==> config.mk <==
export PLATFORM = sky130hd
export DESIGN_NAME = ps2_key_sequencer
export DESIGN_NICKNAME = d
export VERILOG_FILES = /design/src/rtl/ps2_key_sequencer.sv
export SDC_FILE = /design/constraint.sdc
export NUM_CORES = 1
export LEC_CHECK = 0
export BUFFER_PORTS_ARGS = -buffer_cell sky130_fd_sc_hd__buf_4
export CAP_MARGIN = 25
export CORE_UTILIZATION = 50
export CTS_BUF_LIST = sky130_fd_sc_hd__clkbuf_2 sky130_fd_sc_hd__clkbuf_4 sky130_fd_sc_hd__clkbuf_8
export CTS_CLUSTER_DIAMETER = 100
export CTS_CLUSTER_SIZE = 16
export DETAILED_ROUTE_END_ITERATION = 8
export PLACE_DENSITY_LB_ADDON = 0.3
export SYNTH_ARGS = -nofsm -noshare
export SYNTH_HDL_FRONTEND = slang
export SYNTH_SLANG_ARGS = --single-unit
==> constraint.sdc <==
create_clock -name clk -period 4.2 [get_ports clk]
set_input_delay 0.84 -clock clk [delete_from_list [all_inputs] [get_ports clk]]
set_output_delay 0.84 -clock clk [all_outputs]
set_load 0.1 [all_outputs]
==> src/rtl/ps2_key_sequencer.sv <==
// PS/2 set-2 scan-code sequencer: folds E0/F0/E1 prefixes into key events, tracks Shift, buffers events in a FIFO.
// Optional build macro PS2_SEQ_TIMEOUT_EN abandons partial sequences after TIMEOUT_CYCLES idle clocks.
module ps2_key_sequencer #(
    parameter int unsigned FIFO_DEPTH     = 4,
    parameter int unsigned TIMEOUT_CYCLES = 100000
) (
    input  logic       clk,
    input  logic       rst_n,
    input  logic [7:0] scancode,
    input  logic       new_code,
    output logic       evt_valid,
    input  logic       evt_ready,
    output logic [7:0] evt_code,
    output logic       evt_break,
    output logic       evt_ext,
    output logic       shift_held,
    output logic       overflow,
    output logic       seq_abort
);
    localparam int unsigned PW = $clog2(FIFO_DEPTH);
    localparam int unsigned CW = $clog2(FIFO_DEPTH) + 1;
    localparam int unsigned EW = 10;

    typedef enum logic [2:0] {S_IDLE, S_EXT, S_BRK, S_EXTBRK, S_PAUSE} state_e;

    state_e          state_q, state_d;
    logic [2:0]      pause_q, pause_d;
    logic            lshift_q, lshift_d, rshift_q, rshift_d;
    logic            ovf_q, ovf_d, abort_q, abort_d;
    logic [EW-1:0]   mem_q [FIFO_DEPTH];
    logic [PW-1:0]   wr_ptr_q, rd_ptr_q;
    logic [CW-1:0]   count_q, count_d;
    logic            emit_c, emit_brk_c, emit_ext_c, timeout_hit_c;
    logic [7:0]      emit_code_c;
    logic            full_c, pop_c, push_ok_c;

`ifdef PS2_SEQ_TIMEOUT_EN
    localparam int unsigned TW = $clog2(TIMEOUT_CYCLES + 1);
    logic [TW-1:0] to_q, to_d;

    // Stall counter: runs only while a sequence is partial and no byte arrives.
    always_comb begin
        to_d          = '0;
        timeout_hit_c = 1'b0;
        if (state_q != S_IDLE && !new_code) begin
            if (to_q == TW'(TIMEOUT_CYCLES)) timeout_hit_c = 1'b1;
            else                             to_d = to_q + TW'(1);
        end
    end

    always_ff @(posedge clk or negedge rst_n) begin
        if (!rst_n) to_q <= '0;
        else        to_q <= to_d;
    end
`else
    assign timeout_hit_c = 1'b0;
`endif

    // Prefix decode and event emission.
    always_comb begin
        state_d     = state_q;
        pause_d     = pause_q;
        emit_c      = 1'b0;
        emit_code_c = scancode;
        emit_brk_c  = 1'b0;
        emit_ext_c  = 1'b0;
        abort_d     = 1'b0;
        if (new_code) begin
            unique case (state_q)
                S_IDLE: begin
                    unique case (scancode)
                        8'hE0: state_d = S_EXT;
                        8'hF0: state_d = S_BRK;
                        8'hE1: begin
                            state_d = S_PAUSE;
                            pause_d = 3'd0;
                        end
                        8'hAA, 8'hFA, 8'hFE, 8'hEE, 8'h00, 8'hFF: ;
                        default: emit_c = 1'b1;
                    endcase
                end
                S_EXT: begin
                    if (scancode == 8'hF0) begin
                        state_d = S_EXTBRK;
                    end else if (scancode != 8'hE0) begin
                        emit_c     = 1'b1;
                        emit_ext_c = 1'b1;
                        state_d    = S_IDLE;
                    end
                end
                S_BRK: begin
                    emit_c     = 1'b1;
                    emit_brk_c = 1'b1;
                    state_d    = S_IDLE;
                end
                S_EXTBRK: begin
                    emit_c     = 1'b1;
                    emit_brk_c = 1'b1;
                    emit_ext_c = 1'b1;
                    state_d    = S_IDLE;
                end
                S_PAUSE: begin
                    if (pause_q == 3'd6) begin
                        emit_c      = 1'b1;
                        emit_code_c = 8'hE1;
                        pause_d     = 3'd0;
                        state_d     = S_IDLE;
                    end else begin
                        pause_d = pause_q + 3'd1;
                    end
                end
                default: state_d = S_IDLE;
            endcase
        end else if (timeout_hit_c) begin
            state_d = S_IDLE;
            pause_d = 3'd0;
            abort_d = 1'b1;
        end
    end

    // Shift tracking follows emitted events even when the FIFO drops them.
    always_comb begin
        lshift_d = lshift_q;
        rshift_d = rshift_q;
        if (emit_c && !emit_ext_c && emit_code_c == 8'h12) lshift_d = !emit_brk_c;
        if (emit_c && !emit_ext_c && emit_code_c == 8'h59) rshift_d = !emit_brk_c;
    end

    assign full_c    = (count_q == CW'(FIFO_DEPTH));
    assign pop_c     = evt_valid && evt_ready;
    assign push_ok_c = emit_c && (!full_c || pop_c);
    assign ovf_d     = emit_c && full_c && !pop_c;

    always_comb begin
        count_d = count_q;
        if (push_ok_c && !pop_c)      count_d = count_q + CW'(1);
        else if (!push_ok_c && pop_c) count_d = count_q - CW'(1);
    end

    always_ff @(posedge clk or negedge rst_n) begin
        if (!rst_n) begin
            state_q  <= S_IDLE;
            pause_q  <= 3'd0;
            lshift_q <= 1'b0;
            rshift_q <= 1'b0;
            ovf_q    <= 1'b0;
            abort_q  <= 1'b0;
            wr_ptr_q <= '0;
            rd_ptr_q <= '0;
            count_q  <= '0;
            for (int i = 0; i < int'(FIFO_DEPTH); i++) mem_q[i] <= '0;
        end else begin
            state_q  <= state_d;
            pause_q  <= pause_d;
            lshift_q <= lshift_d;
            rshift_q <= rshift_d;
            ovf_q    <= ovf_d;
            abort_q  <= abort_d;
            count_q  <= count_d;
            if (push_ok_c) begin
                mem_q[wr_ptr_q] <= {emit_code_c, emit_brk_c, emit_ext_c};
                wr_ptr_q        <= wr_ptr_q + PW'(1);
            end
            if (pop_c) rd_ptr_q <= rd_ptr_q + PW'(1);
        end
    end

    assign evt_valid  = (count_q != '0);
    assign evt_code   = evt_valid ? mem_q[rd_ptr_q][9:2] : 8'h00;
    assign evt_break  = evt_valid ? mem_q[rd_ptr_q][1]   : 1'b0;
    assign evt_ext    = evt_valid ? mem_q[rd_ptr_q][0]   : 1'b0;
    assign shift_held = lshift_q | rshift_q;
    assign overflow   = ovf_q;
    assign seq_abort  = abort_q;
endmodule
==> results of run 1 <==
==> state kept, by name (all words and copies together), names as in the netlist <==
name and count:
count_q 3, lshift_q 1, mem_q 40, overflow 1, pause_q 3, rd_ptr_q 2
rshift_q 1, state_q 3, wr_ptr_q 2
==> kinds of logic after synthesis <==
group	Yosys count	share of synthesized area [%]
buf+inv	15	2.151
xor+xnor	6	1.643
other cells	1	0.1172
flops	56	43.80
simple gates	71	12.79
mux	55	27.53
fa+ha+maj	6	2.581
compound gates	30	9.386
==> layer usage <==
layer  vias up  part of all wire [%]  track usage [%]
li1        908                     -                -
met1       990                    48            27.31
met2        39                    47            31.57
met3         4                   4.2            3.889
met4         0                  0.66            4.912
met5         -                     0                0
==> per-stage QoR <==
| stage | area (um2) | worst slack [ps] | std cells |
|---|---|---|---|
| global route | 3552 | 1073 | 338 |
| CTS | 3552 | 1173 | 338 |
| detailed placement | 3431 | 944.3 | 330 |
| global placement | 3431 | 1011 | 330 |
| floorplan | 3199 | 961.2 | 240 |
| finish | 3552 | 1210 | 338 |
==> layout by cell type (no fill, tap or decap), drive strengths merged, types with 3 or more instances in the layout <==
cell type  instances
dfrtp             56
mux2              44
buf               25
and2              15
nand2             15
mux4              10
a21oi              9
nor2               8
o21ai              7
nand2b             6
clkbuf             6
nand3              5
inv                5
ha                 5
xnor2              4
nor4               3
nor3               3
==> critical path: stages (launching register included) <==
cell and delay, ps:
dfrtp_1 830, mux4_2 600, and2_1 170, buf_4 230
==> area by class of cell <==
type                            count  area, um2
Inverter                            5      18.77
Multi-Input combinational cell    169       1729
Timing Repair Buffer               25      187.7
Fill cell                         491       2509
Tap cell                           75      93.84
Clock inverter                      2      38.79
Sequential cell                    56       1401
Clock buffer                        6      82.58
==> power groups by stage <==
stage / sequential, W / clock, W / combinational [W]
final: 0.000935 / 0.000375 / 0.00161
after global routing: 0.000964 / 0.000400 / 0.00169
after CTS: 0.000936 / 0.000379 / 0.00162
after detailed placement: 0.000939 / 0 / 0.00162
after global placement: 0.000936 / 0 / 0.00160
after floorplan: 0.000856 / 0 / 0.00141
==> how the worst max path moves through the flow <==
stage	start	endpoint	slack (ps)	cells past startpoint
4_1_cts	rd_ptr_q[0]$_DFFE_PN0P_	evt_code[1]	1170	3
3_3_place_gp	scancode[2]	count_q[2]$_DFFE_PN0P_	1010	11
5_1_grt	rd_ptr_q[0]$_DFFE_PN0P_	evt_ext	1070	3
3_5_place_dp	scancode[2]	count_q[2]$_DFFE_PN0P_	940	11
6_report	rd_ptr_q[0]$_DFFE_PN0P_	evt_code[1]	1210	3
2_1_floorplan	count_q[0]$_DFFE_PN0P_	evt_break	960	3
==> out/metrics.yaml, run 1 <==
synth:
  synth_ff_type: "dfrtp_1"
  ys_async_sr_fraction_pct: 100.0
  synth_top_area_share_pct: 43.80
  yosys.cell_types.count: 52
  syn_nets: 258
  ys_ff_latch: 56
  yosysMostFrequentCell: "dfrtp_1"
  yosys.area.top_type: "dfrtp_1"
  synth_common_cells: "dfrtp_1, mux2_4, and2_1, nand2_1, mux4_2"
  synth_warnings: 0
  syn-mean-instance-area_um2: 13.33
  synthesis.area_um2: 3199
  synth_area_leaders: "dfrtp_1, mux2_4, mux4_2"
  synth_cells: 240
  yosysSeqAreaShare_pct: 43.80
  synth_edf_count: 0
power_and_ir_drop:
  internal_power_w: 0.001590
  p_per_area_nw_per_um2: 822.8
  p_comb_share_pct: 55.2
  ir_drop_v: 0.0007192
  switching_share_pct: 45.60
  power_frac_seq_pct: 32.0
  p_leak_nw: 1.549
  total_power_w: 0.002923
  switchingPower_w: 0.001333
  clockPowerShare_pct: 12.8
clock_tree:
  htree_levels: 2
  post-cts-setup-buffers: 0
  cts_tree: "done"
  clock-sinks: 56
  clk_pin_slew_ps: 100
  numCtsBuffers: 5
  cts_resized: 0
  cts-root-buf: "clkbuf_8"
  ctsHoldBuffers: 0
  clk_latency_ps: 310
  clk_path_buf_depth: 2
die:
  die_w_um: 81.99
  num_rows: 28
  pin_count: 26
  die-area_um2: 6722
  start_util_pct: 52.79
  chipHeight_um: 81.99
  fp.coreArea_um2: 6061
outcome:
  status: "completed"
sta:
  slew_violations: 0
  hold_ws_ps: 484.8
  fmax_mhz: 334.5
  rsz0062_at_grt: "no"
  finalSetupTns_ps: 0
  period_share_pct: 71.19
  hold_violations: 0
  skew_ps: 8.701
  setup_viol: 0
  finalCriticalPeriod_ps: 2990
  slew_headroom_pct: 50.91
  worst_pin_slew_ps: 736.3
worst_setup_path:
  end_kind: "output port"
  worstPathArrival_ps: 2150
  worstReg2RegEnd: "count_q[2]$_DFFE_PN0P_"
  critPathKind: "flop to output port"
  path_max_fanout: 12
  timing.rr.start: "state_q[0]$_DFFE_PN0P_"
  rrSetupSlack_ps: 1310
  reg2regPathDepth: 11
  crit_required_ps: 3360
  start_kind: "flop"
layout:
  nets: 280
  drive_gt1_share_pct: 37.26
  num_antenna_cells: 0
  final_util_pct: 58.61
  syn_to_final_growth_pct: 11.03
route:
  via_per_inst: 5.743
  vias: 1941
  dr.first_iter.drc_count: 130
  ant_nets: 0
  drtPass1Iterations: 4
  wl_per_cell_um: 17.52
  wl_um: 5923
  post-route-drc-count: 0
flow_run:
  cap_violations: 0
global_route:
  grt_pass1_wl_um: 9832
  grt_start_max_net_pins: 57
  grt_usage_pct: 19.70
  antenna_found_initial: 0
  grt_overflow: 0
  grt_pass1_vias: 1933
hold_path:
  hold_end: "count_q[2]$_DFFE_PN0P_"
  min_from: "count_q[2]$_DFFE_PN0P_"
  hold_class: "flop to flop"
  holdPathStages: 1
placement:
  place_congestion: 0.9226
  place_hpwl_um: 4041
  portBuffers: 24
(Power assumes the default switching activity.)
==> inputs of run 2 (changes only) <==
clock period = 3 ns   (was 4.2 ns; I/O delays follow)
==> out/metrics.yaml, run 2 (synthesized netlist as in run 1, its figures left out) <==
clock_tree:
  htree_levels: 2  # unchanged
  clk_path_buf_depth: 2  # unchanged
  clock-sinks: 56  # unchanged
  clk_latency_ps: 310  # about the same
  clk_pin_slew_ps: 100  # about the same
  numCtsBuffers: 5  # unchanged
  ctsHoldBuffers: 0  # unchanged
  cts_tree: "done"
  cts-root-buf: "clkbuf_8"
  cts_resized: 0  # unchanged
  post-cts-setup-buffers: 0  # unchanged
die:
  fp.coreArea_um2: 6061  # unchanged
  die_w_um: 81.99  # unchanged
  pin_count: 26  # unchanged
  start_util_pct: 52.79  # unchanged
  chipHeight_um: 81.99  # unchanged
  die-area_um2: 6722  # unchanged
  num_rows: 28  # unchanged
route:
  wl_um: 5919  # about the same
  dr.first_iter.drc_count: 71  # -45%
  post-route-drc-count: 0  # unchanged
  ant_nets: 0  # unchanged
  drtPass1Iterations: 4  # unchanged
  dr_wl_met3_um: 179  # -27%
  wl_met2_um: 2784  # -0.39%
  via_per_inst: 5.584  # -2.8%
  wl_met1_um: 2892  # +1.8%
  vias: 1932  # -0.46%
  wl_per_cell_um: 17.11  # -2.4%
  top_layer_used: "met4"
power_and_ir_drop:
  total_power_w: 0.004027  # +38%
  p_comb_share_pct: 58.2  # +3.0 points
  p_leak_nw: 1.573  # +1.5%
  switching_share_pct: 46.25  # +0.65 points
  p_per_area_nw_per_um2: 1124  # +37%
  ir_drop_v: 0.0009611  # +34%
  internal_power_w: 0.002165  # +36%
  power_frac_seq_pct: 31.4  # -0.6 points
  clockPowerShare_pct: 10.4  # -2.4 points
  switchingPower_w: 0.001863  # +40%
placement:
  place_hpwl_um: 4185  # +3.6%
  dpl_cell_area_um2: 3491  # +1.8%
  place_congestion: 0.8122  # -12%
  portBuffers: 24  # unchanged
sta:
  period_share_pct: 90.72
  skew_ps: 6.569  # -2.132 ps
  hold_ws_ps: 331.5  # -153.3 ps
  slew_headroom_pct: 53.23  # +2.3 points
  rsz0062_at_grt: "no"
  setup_viol: 0  # unchanged
  worst_pin_slew_ps: 701.5  # -34.80 ps
  finalCriticalPeriod_ps: 2721
  hold_violations: 0  # unchanged
  fmax_mhz: 367.4
  slew_violations: 0  # unchanged
  finalSetupTns_ps: 0  # unchanged
layout:
  stdcell_area_um2: 3583  # +0.88%
  nets: 288  # +2.9%
  num_antenna_cells: 0  # unchanged
  syn_to_final_growth_pct: 12.01
  layout_common_cells: "dfrtp_1, mux2_4, buf_4"
  final_common_cell: "dfrtp_1"
  regArea_um2: 1401  # unchanged
  drive_gt1_share_pct: 39.11  # +1.9 points
  regMostFlops: "mem_q"
  final_util_pct: 59.12  # +0.52 points
  fillerInstances: 507  # +3.3%
  largest_reg_flops: 40  # unchanged
  multi_input_area_um2: 1729  # unchanged
global_route:
  grt_overflow: 0  # unchanged
  antenna_found_initial: 0  # unchanged
  grt_usage_pct: 19.99  # +0.29 points
  grt_start_max_net_pins: 57  # unchanged
  grt_pass1_vias: 1973  # +2.1%
  grt_pass1_wl_um: 9908  # +0.77%
worst_setup_path:
  path_max_fanout: 12  # unchanged
  end_kind: "flop"
  cp_common_cell: "xor2_1"
  crit_path_cell_trace: "or4b_4 > a31oi_4 > o211ai_4 > a21boi_2 > ha_1 > inv_1 > fa_1 > xor2_1 > nor2_1 > xor2_1"
  worstPathArrival_ps: 2960  # +810 ps
  start_kind: "flop"
  crit_start: "state_q[1]$_DFFE_PN0P_"
  slowest_stage: "or4b_4"
  critPathKind: "flop to flop"
  timing.rr.start: "state_q[1]$_DFFE_PN0P_"
  cp_slowest_stage_delay_ps: 600  # -230 ps
  crit_required_ps: 3240  # -120 ps
outcome:
  status: "completed"
hold_path:
  hold_class: "input port to async pin"
flow_run:
  cap_violations: 0  # unchanged
[run 2: cell count changes in the layout (fill, tap and decap cells not counted), sizes merged]
cell | previous run | this run
clkinvlp | 0 | 1
buf | 25 | 33
bufinv | 1 | 0
[run 2: path summary, 6_finish.rpt]
check | endpoint | slack (ps) | depth (start not counted)
min reg2reg | count_q[2]$_DFFE_PN0P_ | 480 | 1
min | mem_q[24]$_DFFE_PN0P_ | 330 | 1
max | count_q[2]$_DFFE_PN0P_ | 280 | 10
max in group asynchronous | rshift_q$_DFFE_PN0P_ | 2210 | 1
max reg2reg | count_q[2]$_DFFE_PN0P_ | 280 | 10
min in group clk | count_q[2]$_DFFE_PN0P_ | 480 | 1
[run 2: critical path: cells and delay by family, from the launching register on]
kind	cells	cell delay, ps
AO/OA/AOI/OAI	3	490
flip-flops	1	490
AND/OR/NAND/NOR	2	710
adder cells (fa/ha/maj)	2	580
buffers and inverters	1	60
XOR/XNOR	2	320
[run 2: cell type report]
class                      count  share of cell area [%]
clock buffer                   6                   2.130
multi-input combinational    169                   48.25
timing repair buffer          33                   6.913
sequential                    56                   39.11
tap                           75                   2.619
inverter                       5                  0.5237
clock inverter                 2                  0.4539
[run 2: routing by layer]
| layer | GRT usage, % | vias to the layer above |
|---|---|---|
| li1 | - | 926 |
| met1 | 27.37 | 961 |
| met2 | 32.07 | 38 |
| met3 | 3.333 | 7 |
| met4 | 6.667 | 0 |
| met5 | 0 | - |
[run 2: power groups by stage]
| stage | logic (W) | clock network, W | registers [W] |
|---|---|---|---|
| 6_report | 0.00234 | 0.000420 | 0.00126 |
| 5_1_grt | 0.00247 | 0.000461 | 0.00130 |
| 4_1_cts | 0.00236 | 0.000439 | 0.00126 |
| 3_5_place_dp | 0.00236 | 0 | 0.00128 |
| 3_3_place_gp | 0.00233 | 0 | 0.00127 |
| 2_1_floorplan | 0.00198 | 0 | 0.00120 |
[run 2: stage by stage]
stage | cells | worst slack (ps)
after detailed placement | 338 | 139.8
after CTS | 346 | 250.8
after floorplan | 240 | 1.245
after global routing | 346 | 111.2
final | 346 | 278.5
after global placement | 338 | 187.0
